[src/rtl/reorder_buffer.sv]
// reorder_buffer: circular in-order ROB with writeback completion, in-order commit and mispredict flush
module reorder_buffer #(
  parameter int ROB_ENTRY  = 16,
  parameter int PC_WIDTH   = 16,
  parameter int AREG_WIDTH = 3,
  parameter int PREG_WIDTH = 7,
  localparam int IW = $clog2(ROB_ENTRY)
) (
  input  logic                  clk_i,
  input  logic                  reset_i,
  input  logic                  alloc_v_i,
  input  logic [PC_WIDTH-1:0]   alloc_pc_i,
  input  logic                  alloc_w_v_i,
  input  logic [AREG_WIDTH-1:0] alloc_reg_i,
  input  logic [PREG_WIDTH-1:0] alloc_freed_i,
  input  logic                  alloc_is_spec_i,
  output logic                  rob_ready_o,
  output logic [IW-1:0]         rob_num_o,
  input  logic                  wb_v_i,
  input  logic [IW-1:0]         wb_idx_i,
  input  logic                  wb_mispredict_i,
  input  logic [PC_WIDTH-1:0]   wb_target_pc_i,
  output logic                  commit_v_o,
  output logic                  commit_w_v_o,
  output logic [AREG_WIDTH-1:0] commit_alloc_reg_o,
  output logic [PREG_WIDTH-1:0] commit_freed_reg_o,
  output logic                  commit_mispredict_o,
  output logic [PC_WIDTH-1:0]   commit_pc_o,
  output logic [IW:0]           count_o
);
  // target holds the instruction PC until a speculated branch resolves, so commit_pc_o tracks program order
  typedef struct packed {
    logic                  valid;
    logic                  done;
    logic                  w_v;
    logic [AREG_WIDTH-1:0] areg;
    logic [PREG_WIDTH-1:0] freed;
    logic                  is_spec;
    logic                  mispredict;
    logic [PC_WIDTH-1:0]   target;
  } entry_t;

  entry_t ent_q [ROB_ENTRY];
  entry_t ent_d [ROB_ENTRY];
  logic [IW:0] head_q, head_d, tail_q, tail_d;
  logic full, flush, alloc_fire, wb_fire;
  logic [IW-1:0] head_idx, tail_idx;
  entry_t hd;

  assign head_idx            = head_q[IW-1:0];
  assign tail_idx            = tail_q[IW-1:0];
  assign hd                  = ent_q[head_idx];
  assign full                = (head_idx == tail_idx) && (head_q[IW] != tail_q[IW]);
  assign commit_v_o          = hd.valid && hd.done;
  assign flush               = commit_v_o && hd.mispredict;
  assign commit_mispredict_o = flush;
  assign commit_w_v_o        = commit_v_o && hd.w_v;
  assign commit_alloc_reg_o  = commit_v_o ? hd.areg : '0;
  assign commit_freed_reg_o  = commit_v_o ? hd.freed : '0;
  assign commit_pc_o         = commit_v_o ? hd.target : '0;
  assign rob_ready_o         = !full && !flush;
  assign rob_num_o           = tail_idx;
  assign count_o             = tail_q - head_q;
  assign alloc_fire          = alloc_v_i && rob_ready_o;
  assign wb_fire             = wb_v_i && ent_q[wb_idx_i].valid && !flush;

  // next-state: writeback completion, head retirement, flush on mispredict, tail allocation
  always_comb begin
    ent_d  = ent_q;
    head_d = head_q;
    tail_d = tail_q;
    if (wb_fire) begin
      ent_d[wb_idx_i].done = 1'b1;
      if (ent_q[wb_idx_i].is_spec) begin
        ent_d[wb_idx_i].mispredict = wb_mispredict_i;
        ent_d[wb_idx_i].target     = wb_target_pc_i;
      end
    end
    if (commit_v_o) begin
      ent_d[head_idx].valid = 1'b0;
      head_d = head_q + 1'b1;
    end
    if (flush) begin
      for (int i = 0; i < ROB_ENTRY; i++) ent_d[i].valid = 1'b0;
      tail_d = head_q + 1'b1;
    end
    if (alloc_fire) begin
      ent_d[tail_idx] = '{valid: 1'b1, done: 1'b0, w_v: alloc_w_v_i, areg: alloc_reg_i,
                          freed: alloc_freed_i, is_spec: alloc_is_spec_i, mispredict: 1'b0,
                          target: alloc_pc_i};
      tail_d = tail_q + 1'b1;
    end
  end

  // state registers; reset discards every entry immediately
  always_ff @(posedge clk_i or posedge reset_i) begin
    if (reset_i) begin
      for (int i = 0; i < ROB_ENTRY; i++) ent_q[i] <= '0;
      head_q <= '0;
      tail_q <= '0;
    end else begin
      ent_q  <= ent_d;
      head_q <= head_d;
      tail_q <= tail_d;
    end
  end
endmodule

[config.mk]
export PLATFORM = sky130hd
export DESIGN_NAME = reorder_buffer
export DESIGN_NICKNAME = d
export VERILOG_FILES = /design/src/rtl/reorder_buffer.sv
export SDC_FILE = /design/constraint.sdc
export NUM_CORES = 1
export LEC_CHECK = 0
export CAP_MARGIN = 10
export CORE_AREA = 5 5 274 276
export DETAILED_ROUTE_END_ITERATION = 10
export DIE_AREA = 0 0 279 281
export PLACE_DENSITY_LB_ADDON = 0.12
export SLEW_MARGIN = 10
export SYNTH_ARGS = -nofsm -noshare
export SYNTH_HDL_FRONTEND = slang
export SYNTH_SLANG_ARGS = --single-unit
[constraint.sdc]
create_clock -name clk_i -period 14.82 [get_ports clk_i]
set_input_delay 1.482 -clock clk_i [delete_from_list [all_inputs] [get_ports clk_i]]
set_output_delay 1.482 -clock clk_i [all_outputs]
set_load 0.01 [all_outputs]
==> run summary <==
Detailed Route WL = 111,000 microns
Mean Syn Cell Area = 10.9 sq um
Routed Antenna Nets = 0
CP Capture Type = primary output
Outcome = finished clean
CTS root buffer = clkbuf_16
Post-route cell area = 0.0316 sq mm
Hold Path Class = flop to flop
RSZ-0062 raised after global routing = no
Synth top area share = 44.4%
IO Pins = 92
WHS Endpoint = ent_q[86]
CTS HTree Levels = 2
Worst-skew pair later-pin latency = 0.65 ns
Arr. time, crit path = 5.48 ns
Setup Crit Path Kind = flop to primary output
Final Critical Period = 6.96 ns
Synth Cell Area = 0.0285 sq mm
Global-route wire length before repair = 165,000 microns
Vias/cell = 7.00
Largest net degree at the start of global routing = 196
Leak = 11.6 nW
Num Clock Sinks = 506
CP max stage delay = 0.95 ns
Ys Warns = 0
Die extent in y = 281 microns
Post-route DRC violation count = 0
Post-synthesis async set-or-reset flop share = 100%
FP Rows = 99
Fin worst setup slack = 7.86 ns
Synth area leader = dfrtp_1
FF-to-FF Start = head_q[0]
Cell count after synthesis = 2,626
Hold violation count in the final report = 0
Area post-placement = 0.0296 sq mm
Crit start category = flop
Setup violators final = 0
Fillers = 6,742
Final Core Density = 43.7%
Slowest CP cell = dfrtp_4
Max VDD drop = 0.114 mV
Area growth from synthesis to layout = 10.8%
Worst Tran Pin Value = 1.26 ns
Post-synth top flop = dfrtp_1
Final Cycle Share = 47.0%
IO Port Bufs = 91
Initial Util = 39.5%
Sequential-to-total area share from yosys stat = 44.4%
GRT Util Overall = 27.4%
Cts bufs inserted = 58
Cell total after placement = 3,350
Final HPWL DP = 65,100 microns
1st-iter DRT viols = 3,009
Final std cells w/o fill = 3,457
FF-to-FF End = ent_q[242]
Core box area = 0.0723 sq mm
Max-Cap Viols = 0
Req. time, crit path = 13.34 ns
DR vias = 24.2k
Max_slew headroom = 16.1%
Post-synthesis cell type count = 41
Worst-path cell chain = buf_4 -> mux4_2 -> a22oi_1 -> nand2_1 -> buf_4 -> nand3_4 -> inv_8 -> clkdlybuf4s50_1
Power Dens Cells = 218 mW/mm^2
Crit Path Max Fanout = 136
Initial antenna violation count = 7
CTS tree = yes
Hold wc startpoint = ent_q[86]
Hold_buf cts = 0
First-pass DRT Iterations = 6
Synth Register Bits = 506
Syn_nets = 2,692
Most common cell in the synthesized netlist = dfrtp_1
Hold Crit Depth = 1
FF-to-FF setup slack = 8.00 ns
Layout net count = 2,517
Achievable frequency = 144 MHz
Die area = 0.0784 sq mm
# Post-CTS Setup Buffers = 0
Vias in the first global route = 24.3k
GR Overflow Total = 0
Dpl ws = 8.06 ns
Share of cells above drive strength 1 = 22.4%
Most frequent cells after synthesis = 506 x dfrtp_1, 277 x nand4_1, 274 x a31oi_1, 272 x o31ai_1, 250 x clkbuf_1
Post-synth EDFFs = 0
Worst reg-to-reg path cell count = 12
Clk_skew = 0.0176 ns
CP dominant cell by count = buf_4
Routed len/inst = 32.1 microns
Reg clk slew, reported paths = 0.06 ns
Routability Congestion = 0.852
Pins over their slew limit = 0
Longest Clk Path Bufs = 3
Worst hold slack = 0.490 ns
Setup_tns = 0 ns
Die W = 279 microns
Post-CTS sizing = 0
Total Power = 6.91 mW
Ranking of synthesized cells by area = dfrtp_1 44%, mux4_2 12%, mux2_2 7.3%
-- worst max-delay path by stage --
stage / startpoint / endpoint / slack (ns)
6_report: head_q[1] / commit_mispredict_o / 7.86
5_1_grt: head_q[0] / commit_mispredict_o / 7.56
4_1_cts: head_q[0] / commit_mispredict_o / 7.80
3_5_place_dp: head_q[0] / ent_q[242] / 8.06
3_3_place_gp: head_q[0] / ent_q[244] / 8.11
2_1_floorplan: reset_i / ent_q[0] / 6.47
-- cell type report --
type	count	area, sq um	area share, %
Inverter	14	63.8	0.202
Tap cell	959	1200	3.79
Antenna cell	4	10.0	0.0317
Sequential cell	506	12700	40.1
Clock buffer	85	1700	5.39
Multi-Input combinational cell	1700	14200	44.8
Clock inverter	18	270	0.855
Timing Repair Buffer	171	1550	4.90
-- routing by layer --
| metal | routed length (microns) | track usage, % |
|---|---|---|
| met2 | 51000 | 43.1 |
| met4 | 6380 | 14.6 |
| met5 | 41 | 0 |
| met1 | 44300 | 36.5 |
| met3 | 9170 | 5.02 |
-- registers in the layout, indices dropped and copies added, names as in the netlist --
name,count
tail_q,5
ent_q,496
head_q,5
-- cell usage in the layout (no fill, tap or decap), types with 24 or more instances in the layout --
cell type / count
clkdlybuf4s50_1: 91
nand4_1: 277
nor3_1: 240
nand2_1: 30
clkbuf_16: 58
dfrtp_1: 503
nor2_1: 52
a31oi_1: 274
and3_1: 27
mux4_2: 152
nand3_1: 24
mux2_2: 186
buf_4: 77
o31ai_1: 272
-- critical path: cells and delay by family, from the launching register on --
kind                   cells  cell delay (ns)
DFF                        1             0.95
muxes                      1             0.36
AOI/OAI and AO/OA          1             0.10
and+or+nand+nor            2             0.67
buffers and inverters      4             2.62
-- report_power, final --
part	internal (mW)	total [mW]	switching, mW
Sequential	2.07	2.51	0.448
Clock	0.896	1.52	0.624
Combinational	1.42	2.87	1.46
Total	4.38	6.91	2.53
-- cells by family (layout without fill, tap and decap cells) --
| logic type | count (synthesis) | count (layout) | share of synthesized area, % |
|---|---|---|---|
| XOR/XNOR | 13 | 13 | 0.399 |
| adder cells (fa/ha/maj) | 13 | 13 | 0.596 |
| flip-flops | 506 | 506 | 44.4 |
| AO/OA/AOI/OAI | 602 | 602 | 14.5 |
| multiplexers | 353 | 353 | 19.9 |
| other | 0 | 4 | 0 |
| AND/OR/NAND/NOR | 719 | 719 | 13.9 |
| buffers and inverters | 420 | 288 | 6.31 |
Power figures use the tool's default switching activity.
